<file path="config.mk">
export PLATFORM = sky130hd
export DESIGN_NAME = fetch_stage_flat
export DESIGN_NICKNAME = d
export VERILOG_FILES = /design/src/rtl/fetch_stage_pkg.sv /design/src/rtl/fetch_stage_if.sv /design/src/rtl/fetch_stage_if_id_reg.sv /design/src/rtl/fetch_stage.sv /design/src/flat_wrapper.sv
export SDC_FILE = /design/constraint.sdc
export NUM_CORES = 1
export LEC_CHECK = 0
export BUFFER_PORTS_ARGS = -buffer_cell sky130_fd_sc_hd__clkbuf_2
export CORE_MARGIN = 5
export CORE_UTILIZATION = 50
export DETAILED_ROUTE_END_ITERATION = 12
export PLACE_DENSITY = 0.79
export SLEW_MARGIN = 20
export SYNTH_ARGS = -nofsm -noshare
export SYNTH_HDL_FRONTEND = slang
export SYNTH_SLANG_ARGS = --single-unit
</file>
<file path="constraint.sdc">
create_clock -name clk -period 5.4 [get_ports clk]
set_input_delay 0.81 -clock clk [delete_from_list [all_inputs] [get_ports clk]]
set_output_delay 0.81 -clock clk [all_outputs]
set_load 0.005 [all_outputs]
</file>
<file path="src/rtl/fetch_stage_pkg.sv">
// Shared definitions for the instruction-fetch stage: datapath width default,
// the bubble encoding and the fetch FSM state encoding.
package fetch_stage_pkg;

    localparam int          XLEN_DEFAULT = 32;
    localparam logic [31:0] NOP_INSTR    = 32'h0000_0000;

    typedef enum logic [1:0] {
        ST_BOOT  = 2'b00,
        ST_FETCH = 2'b01,
        ST_DRAIN = 2'b10
    } fetch_state_e;

endpackage

</file>
<file path="src/rtl/fetch_stage_if.sv">
// Ready-based instruction-memory port between the fetch stage (master) and imem (slave).
interface fetch_stage_if #(
    parameter int XLEN = 32
);
    logic            imem_req;
    logic [XLEN-1:0] imem_addr;
    logic [31:0]     imem_rdata;
    logic            imem_ready;

    modport master (
        output imem_req,
        output imem_addr,
        input  imem_rdata,
        input  imem_ready
    );

    modport slave (
        input  imem_req,
        input  imem_addr,
        output imem_rdata,
        output imem_ready
    );
endinterface

</file>
<file path="src/rtl/fetch_stage_if_id_reg.sv">
// IF/ID pipeline register: flush beats stall, stall beats load, and any cycle
// without a load writes a bubble so a stale instruction is never replayed.
module if_id_reg
    import fetch_stage_pkg::*;
#(
    parameter int XLEN = XLEN_DEFAULT
) (
    input  logic            clk,
    input  logic            rst_n,
    input  logic            flush,
    input  logic            stall,
    input  logic            load,
    input  logic [31:0]     instr_in,
    input  logic [XLEN-1:0] pcplus4_in,
    output logic [31:0]     instr,
    output logic [XLEN-1:0] pcplus4,
    output logic            valid
);

    logic [31:0]     instr_reg;
    logic [XLEN-1:0] pcplus4_reg;
    logic            valid_reg;

    always_ff @(posedge clk or negedge rst_n) begin
        if (!rst_n) begin
            instr_reg   <= NOP_INSTR;
            pcplus4_reg <= '0;
            valid_reg   <= 1'b0;
        end else if (flush) begin
            instr_reg   <= NOP_INSTR;
            pcplus4_reg <= '0;
            valid_reg   <= 1'b0;
        end else if (stall) begin
            instr_reg   <= instr_reg;
            pcplus4_reg <= pcplus4_reg;
            valid_reg   <= valid_reg;
        end else if (load) begin
            instr_reg   <= instr_in;
            pcplus4_reg <= pcplus4_in;
            valid_reg   <= 1'b1;
        end else begin
            instr_reg   <= NOP_INSTR;
            pcplus4_reg <= '0;
            valid_reg   <= 1'b0;
        end
    end

    assign instr   = instr_reg;
    assign pcplus4 = pcplus4_reg;
    assign valid   = valid_reg;

endmodule

</file>
<file path="src/rtl/fetch_stage.sv">
// Instruction-fetch stage: PC register, next-PC selection, imem request FSM
// and the IF/ID register feeding decode.
module fetch_stage
    import fetch_stage_pkg::*;
#(
    parameter int              XLEN     = XLEN_DEFAULT,
    parameter logic [XLEN-1:0] PC_RESET = '0
) (
    input  logic            clk,
    input  logic            rst_n,
    input  logic            stall_f,
    input  logic            stall_d,
    input  logic            flush_d,
    input  logic            jump,
    input  logic [XLEN-1:0] jump_target,
    input  logic            branch_taken,
    input  logic [XLEN-1:0] branch_target,
    fetch_stage_if.master   imem,
    output logic [XLEN-1:0] pc_f,
    output logic [31:0]     instr_d,
    output logic [XLEN-1:0] pcplus4_d,
    output logic            valid_d
);

    localparam logic [XLEN-1:0] ALIGN_MASK = ~XLEN'(3);

    fetch_state_e    state_reg, state_next;
    logic [XLEN-1:0] pc_reg, pc_next;
    logic [XLEN-1:0] redir_reg, redir_next;
    logic [XLEN-1:0] pc_plus4;
    logic [XLEN-1:0] redirect_target;
    logic            redirect;
    logic            accept;

    assign pc_plus4        = pc_reg + XLEN'(4);
    assign redirect        = jump | branch_taken;
    assign redirect_target = (jump ? jump_target : branch_target) & ALIGN_MASK;
    assign accept          = (state_reg == ST_FETCH) & imem.imem_ready & ~stall_f;

    always_ff @(posedge clk or negedge rst_n) begin
        if (!rst_n) begin
            state_reg <= ST_BOOT;
            pc_reg    <= PC_RESET;
            redir_reg <= '0;
        end else begin
            state_reg <= state_next;
            pc_reg    <= pc_next;
            redir_reg <= redir_next;
        end
    end

    // A redirect that arrives while a request is still outstanding is parked in
    // redir_reg so the address seen by imem stays stable until it completes.
    always_comb begin
        state_next = state_reg;
        pc_next    = pc_reg;
        redir_next = redir_reg;
        case (state_reg)
            ST_BOOT: begin
                state_next = ST_FETCH;
            end
            ST_FETCH: begin
                if (!stall_f) begin
                    if (imem.imem_ready) begin
                        pc_next = redirect ? redirect_target : pc_plus4;
                    end else if (redirect) begin
                        redir_next = redirect_target;
                        state_next = ST_DRAIN;
                    end
                end
            end
            ST_DRAIN: begin
                if (imem.imem_ready) begin
                    pc_next    = redir_reg;
                    state_next = ST_FETCH;
                end
            end
            default: begin
                state_next = ST_BOOT;
            end
        endcase
    end

    always_comb begin
        imem.imem_req  = 1'b0;
        imem.imem_addr = pc_reg;
        case (state_reg)
            ST_FETCH: imem.imem_req = 1'b1;
            ST_DRAIN: imem.imem_req = 1'b1;
            default:  imem.imem_req = 1'b0;
        endcase
    end

    assign pc_f = pc_reg;

    if_id_reg #(
        .XLEN(XLEN)
    ) u_if_id (
        .clk        (clk),
        .rst_n      (rst_n),
        .flush      (flush_d),
        .stall      (stall_d),
        .load       (accept),
        .instr_in   (imem.imem_rdata),
        .pcplus4_in (pc_plus4),
        .instr      (instr_d),
        .pcplus4    (pcplus4_d),
        .valid      (valid_d)
    );

endmodule

</file>
<file path="src/flat_wrapper.sv">
// flat-port wrapper written by rule: the top's interface ports become plain ports
module fetch_stage_flat import fetch_stage_pkg::*;
#(
    parameter int              XLEN     = XLEN_DEFAULT,
    parameter logic [XLEN-1:0] PC_RESET = '0
)
  (clk, rst_n, stall_f, stall_d, flush_d, jump, jump_target, branch_taken, branch_target, pc_f, instr_d, pcplus4_d, valid_d, imem_imem_req, imem_imem_addr, imem_imem_rdata, imem_imem_ready);
  fetch_stage_if #(.XLEN(XLEN)) imem_i ();
  input  logic clk;
  input  logic rst_n;
  input  logic stall_f;
  input  logic stall_d;
  input  logic flush_d;
  input  logic jump;
  input  logic [XLEN-1:0] jump_target;
  input  logic branch_taken;
  input  logic [XLEN-1:0] branch_target;
  output logic [XLEN-1:0] pc_f;
  output logic [31:0] instr_d;
  output logic [XLEN-1:0] pcplus4_d;
  output logic valid_d;
  output wire logic [$bits(imem_i.imem_req)-1:0] imem_imem_req;
  output wire logic [$bits(imem_i.imem_addr)-1:0] imem_imem_addr;
  input wire logic [$bits(imem_i.imem_rdata)-1:0] imem_imem_rdata;
  input wire logic [$bits(imem_i.imem_ready)-1:0] imem_imem_ready;
  assign imem_imem_req = imem_i.imem_req;
  assign imem_imem_addr = imem_i.imem_addr;
  assign imem_i.imem_rdata = imem_imem_rdata;
  assign imem_i.imem_ready = imem_imem_ready;
  fetch_stage #(.XLEN(XLEN), .PC_RESET(PC_RESET)) u_core (.clk(clk), .rst_n(rst_n), .stall_f(stall_f), .stall_d(stall_d), .flush_d(flush_d), .jump(jump), .jump_target(jump_target), .branch_taken(branch_taken), .branch_target(branch_target), .imem(imem_i), .pc_f(pc_f), .instr_d(instr_d), .pcplus4_d(pcplus4_d), .valid_d(valid_d));
endmodule
</file>
==> results of run 1 <==
==> synth_stat cells, drive strengths merged, types with 3 or more instances <==
cell type  instances
o31ai              4
nor3              17
a211o              4
dfrtp            126
a32oi              3
o21ai             84
inv               14
a22o              38
ha                 4
nor2              35
and4               4
a22oi              4
a221oi            10
o22ai              4
a2bb2oi            3
buf               47
xnor2             12
nor2b              5
o221ai             3
and3              10
clkbuf            36
nand2             95
nor4               6
or3                5
a31oi              3
o211ai             3
and2               3
nand2b             4
nand4             10
a21oi             28
xor2              15
a21boi             5
nand3             24
mux2i             32
a221o              3
==> power breakdown <==
group	leakage [nW]	switching (W)	internal [W]
clock network	0.278	0.000444	0.000685
logic	2.24	0.000831	0.000591
registers	1.65	0.000381	0.00119
total	4.16	0.00166	0.00247
==> final cells by class <==
type | instances | area share
inverter | 14 | 0.00630
multi-input combinational | 501 | 0.378
clock buffer | 17 | 0.0510
timing repair buffer | 231 | 0.141
clock inverter | 15 | 0.0192
tap | 176 | 0.0264
sequential | 126 | 0.378
==> placed cells by master (no fill, tap or decap), types with 9 or more instances in the layout <==
master,count
a21oi_1,28
a221oi_1,10
a22o_1,38
and3_1,9
clkbuf_16,17
clkbuf_2,224
dfrtp_1,126
inv_1,14
mux2i_1,32
nand2_1,95
nand3_1,23
nor2_1,35
nor3_1,17
o21ai_0,83
xnor2_1,12
xor2_1,15
==> stage by stage <==
stage | cell area [um2] | utilization | hold WS [ns]
2_1_floorplan | 6800 | - | 0.442
3_3_place_gp | 7750 | 0.583 | 0.454
3_5_place_dp | 7750 | 0.583 | 0.463
4_1_cts | 8340 | 0.627 | 0.475
5_1_grt | 8340 | 0.628 | 0.495
6_report | 8340 | 0.628 | 0.425
==> per-layer routing <==
metal  track usage  part of all wire
met3        0.0496             0.086
met5             0                 0
met1         0.359              0.44
met4        0.0650             0.013
met2         0.369              0.46
==> final timing paths <==
kind / from / end / slack [ns] / depth (start not counted)
worst max-delay path: branch_taken / u_core.redir_reg[23] / 2.64 / 5
worst min-delay path: rst_n / u_core.redir_reg[5] / 0.42 / 1
worst max register to register: u_core.state_reg[0] / u_core.imem.imem_addr[8] / 2.89 / 8
worst min register to register: u_core.redir_reg[6] / u_core.redir_reg[6] / 0.48 / 2
max in group asynchronous: rst_n / u_core.redir_reg[16] / 3.86 / 2
min in group clk: u_core.redir_reg[6] / u_core.redir_reg[6] / 0.48 / 2
==> logic make-up after synthesis <==
group           share of synthesized area
fa+ha+maj                         0.00738
simple gates                        0.163
buf+inv                            0.0743
other cells                      0.000553
flops                               0.465
mux                                0.0472
compound gates                      0.208
xor+xnor                           0.0349
==> flow_summary.json, run 1 <==
{
  "cellLeakagePower_nw": 4.16,
  "path_delay_family": "simple AND/OR/NAND/NOR gates",
  "maxCapViolCount": 0,
  "status": "finished clean",
  "synth_cells": 721,
  "grt_max_degree": 83,
  "pre_cts_ws_ns": 2.23,
  "grt_pass1_vias": 5798,
  "drv_slew": 0,
  "synth_edf_count": 0,
  "fin_cells": 1080,
  "detail_route.wl_per_cell_um": 18.4,
  "min_period_ns": 2.76,
  "cts_tree": "built",
  "drt.antenna.violating_nets": 0,
  "ir_drop_v": 0.000295,
  "multiInputGateArea_um2": 3160,
  "ioPinCount": 234,
  "drt_pass1_iterations": 5,
  "required_ns": 5.64,
  "synth_top_cell_area_share": 0.465,
  "syn_avg_cell_area_um2": 9.41,
  "cp_slowest_cell": "nand3_2",
  "cts_buffers": 17,
  "clock_latency_ns": 0.41,
  "rows": 42,
  "ctsHoldBuffers": 0,
  "die-area_um2": 16000,
  "grt_usage": 0.244,
  "cts.sinks": 126,
  "critPathArrivalTime_ns": 3.00,
  "h-tree-depth": 4,
  "netlist_area_um2": 6780,
  "fin_skew_ns": 0.00860,
  "yosysWarnings": 0,
  "hpwlAfterDp_um": 14400,
  "cellPowerDensity_nw_per_um2": 495,
  "finalSetupViolCount": 0,
  "die_h_um": 126,
  "first_iter_violations": 548,
  "largest_reg_flops": 32,
  "die_w_um": 126,
  "async_flop_share": 1.00,
  "seq_area_frac_synth": 0.465,
  "critPathMaxFanout": 60,
  "drc_errors": 0,
  "cp-start-kind": "input pin",
  "total_power_w": 0.00413,
  "path_cells": "clkbuf_2 -> or2_2 -> nand3_2 -> nand2_1 -> o21ai_0",
  "cts_setup_buffers": 0,
  "critical_path_class": "in2reg",
  "clockRootBuffer": "clkbuf_16",
  "final_nets": 999,
  "core_area_um2": 13300,
  "max_stage_delay_ns": 0.89,
  "period_share": 0.511,
  "port-buffer-count": 225,
  "syn_to_final_growth_pct": 23.0,
  "end_kind": "register",
  "grt_pass1_wl_um": 31400,
  "drt_wl_total_um": 19800,
  "synth_cell_type_count": 55,
  "antenna_found_initial": 0,
  "hold_viol": 0,
  "finalWorstSetupSlack_ns": 2.64,
  "grt-ovfl-total": 0,
  "cts_resized": 0,
  "synth_ff_type": "dfrtp_1",
  "hold_path_class": "in2async",
  "num_vias": 6223,
  "gp_congestion": 0.893,
  "vias_per_cell": 5.76,
  "register_area_um2": 3150,
  "synth.largest_area_cell": "dfrtp_1",
  "crit_buf_inv": 1,
  "worst_pin_slew_ns": 1.02,
  "diodes": 0,
  "rsz0062_at_grt": "false",
  "start_util": 0.510,
  "fmax_mhz": 362,
  "place_inst": 1048,
  "synth_seq_cells": 126,
  "cts.clk_slew.worst_paths_ns": 0.06,
  "fin_setup_tns_ns": 0,
  "drive_above_1_share": 0.306,
  "slew_headroom": 0.314,
  "synth_area_leaders": "dfrtp_1 46%, o21ai_0 6.1%, nand2_1 5.3%",
  "clockBufferDepth": 2,
  "fillers": 1144
}
(Power assumes the default switching activity.)
==> inputs of run 2 (changes only) <==
- ABC_AREA: default -> 1
- clock period: 5.4 -> 2.6 ns (I/O delays scaled with it)
==> run 2 against run 1 <==
Against the previous run: via count rose by 1.9%; largest cell class is now registers; highest routed layer unchanged; non-clock buffer count grew 8; register-to-register slack got worse by 2.3 ns; clock power grew 88%; critical endpoint is now u_core.redir_reg[31]; area after synthesis up 0.17%; final cell count is 12% higher; routed wire length shrank 0.82%; combinational power up 120%.
==> flow_summary.json, run 2 <==
{
  "rsz0062_at_grt": "false",
  "drt_pass1_iterations": 5,
  "drt.antenna.violating_nets": 0,
  "cts.clk_slew.worst_paths_ns": 0.05,
  "register_area_um2": 3150,
  "synth_edf_count": 0,
  "required_ns": 2.89,
  "hold_path_class": "in2reg",
  "antenna_found_initial": 0,
  "worstSetupEndpoint": "u_core.redir_reg[31]",
  "place_inst": 1175,
  "pre_cts_ws_ns": 0.646,
  "diodes": 0,
  "synth.largest_area_cell": "dfrtp_1",
  "critical_path_class": "reg2reg",
  "synth_cells": 832,
  "die-area_um2": 16000,
  "cts_buffers": 17,
  "status": "finished clean",
  "synthTopCellsByCount": "232 x nand2_1, 126 x dfrtp_1, 66 x a21oi_1, 66 x inv_1, 53 x o21ai_0",
  "end_kind": "register",
  "fin_cells": 1208,
  "yosysMostFrequentCell": "nand2_1",
  "gp_congestion": 0.923,
  "hold_viol": 0,
  "r2r-end": "u_core.redir_reg[31]",
  "die_h_um": 127,
  "cts.sinks": 126,
  "timing.rr.start": "u_core.state_reg[1]",
  "ioPinCount": 234,
  "synth_top_cell_area_share": 0.464,
  "period_share": 0.760,
  "synth_seq_cells": 126,
  "fin_skew_ns": 0.00619,
  "cp-start-kind": "register",
  "synth_area_leaders": "dfrtp_1 46%, nand2_1 13%, a22o_1 5.0%",
  "port-buffer-count": 225,
  "grt_max_degree": 52,
  "largest_reg_flops": 32,
  "maxCapViolCount": 0,
  "rows": 42,
  "syn_to_final_growth_pct": 23.4,
  "critPathArrivalTime_ns": 2.27,
  "first_iter_violations": 437,
  "r2r_slack_ns": 0.62,
  "drc_errors": 0,
  "clockBufferDepth": 2,
  "start_util": 0.511,
  "netlist_area_um2": 6800,
  "slew_headroom": 0.468,
  "grt_pass1_vias": 6114,
  "syn_avg_cell_area_um2": 8.17,
  "min_period_ns": 1.98,
  "fillers": 1206,
  "core_area_um2": 13300,
  "drt_wl_total_um": 19700,
  "final_cell_mix": "232 x nand2_1, 224 x clkbuf_2, 126 x dfrtp_1, 66 x inv_1, 66 x a21oi_1",
  "grt_usage": 0.246,
  "yosysWarnings": 0,
  "ir_drop_v": 0.000624,
  "fmax_mhz": 506,
  "final_common_cell": "nand2_1",
  "reg2regPathDepth": 8,
  "vias_per_cell": 5.25,
  "grt-ovfl-total": 0,
  "final_nets": 1127,
  "detail_route.wl_per_cell_um": 16.3,
  "cts_tree": "built",
  "seq_area_frac_synth": 0.464,
  "worst_pin_slew_ns": 0.796,
  "clock_latency_ns": 0.41,
  "utilization": 0.631,
  "critPathMaxFanout": 39,
  "grt_pass1_wl_um": 31400,
  "drv_slew": 0,
  "finalSetupViolCount": 0,
  "synth_ff_type": "dfrtp_1",
  "die_w_um": 127,
  "hp-start": "imem_imem_rdata[28]",
  "fin_setup_tns_ns": 0,
  "finalWorstSetupSlack_ns": 0.624,
  "num_vias": 6339,
  "crit_path_start": "u_core.state_reg[1]",
  "cellPowerDensity_nw_per_um2": 1010,
  "h-tree-depth": 4,
  "async_flop_share": 1.00,
  "cts_setup_buffers": 0,
  "cellLeakagePower_nw": 4.66,
  "multiInputGateArea_um2": 2940,
  "synth_cell_type_count": 35,
  "clockRootBuffer": "clkbuf_16",
  "hpwlAfterDp_um": 14800,
  "drive_above_1_share": 0.302
}
[run 2: repair_timing]
item | CTS | global route
endpoints found under the setup margin | 0 | 0
endpoints found under the hold margin | 40 | 0
hold buffers | 1 | 0
resized for setup | 0 | 0
[run 2: logic make-up (layout without fill, tap and decap cells)]
family | count (synthesis) | after routing | synth area share
and+or+nand+nor | 335 | 335 | 0.203
xor gates and xnor gates | 11 | 11 | 0.0142
muxes | 22 | 22 | 0.0363
buffers and inverters | 147 | 344 | 0.107
AOI/OAI and AO/OA | 186 | 186 | 0.168
adders and majority gates | 4 | 4 | 0.00737
DFF | 126 | 126 | 0.464
other | 1 | 4 | 0.000552
[run 2: through the flow]
step | instance area [um2] | hold slack, ns | power [W]
finish | 8390 | 0.202 | 0.00846
global placement | 7840 | 0.418 | 0.00618
global route | 8390 | 0.194 | 0.00906
detailed placement | 7840 | 0.417 | 0.00631
floorplan | 6810 | 0.0944 | 0.00525
CTS | 8390 | 0.185 | 0.00847
[run 2: worst max-delay path: stages (launching register included)]
cell and delay [ns]:
dfrtp_1 0.39, inv_1 0.08, ha_1 0.21, inv_1 0.09, nor2_1 0.09, inv_1 0.08
nor3_4 0.10, buf_4 0.41, mux2_2 0.40
[run 2: worst min path at each step]
| stage | cells past startpoint | slack [ns] | to |
|---|---|---|---|
| finish | 2 | 0.20 | u_core.u_if_id.instr[28] |
| global route | 2 | 0.19 | u_core.u_if_id.instr[2] |
| CTS | 2 | 0.18 | u_core.u_if_id.instr[28] |
| detailed placement | 1 | 0.42 | u_core.u_if_id.instr[22] |
| global placement | 1 | 0.42 | u_core.u_if_id.instr[15] |
| floorplan | 0 | 0.09 | u_core.imem.imem_addr[10] |
[run 2: cell type report]
class / instances / area share
Multi-Input combinational cell: 562 / 0.350
Clock inverter: 7 / 0.00418
Tap cell: 176 / 0.0263
Clock buffer: 25 / 0.0603
Inverter: 73 / 0.0327
Timing Repair Buffer: 239 / 0.150
Sequential cell: 126 / 0.376
[run 2: report_power, final]
group          internal (W)  switching, W
combinational       0.00127       0.00191
sequential          0.00250      0.000647
clock               0.00133      0.000800
[run 2: per-layer routing]
| metal | wire, um | global-route usage | vias up |
|---|---|---|---|
| met5 | 0 | 0 | - |
| met4 | 368 | 0.0833 | 0 |
| met3 | 1710 | 0.0542 | 28 |
| met2 | 9090 | 0.382 | 336 |
| met1 | 8520 | 0.343 | 2907 |
| li1 | - | - | 3068 |
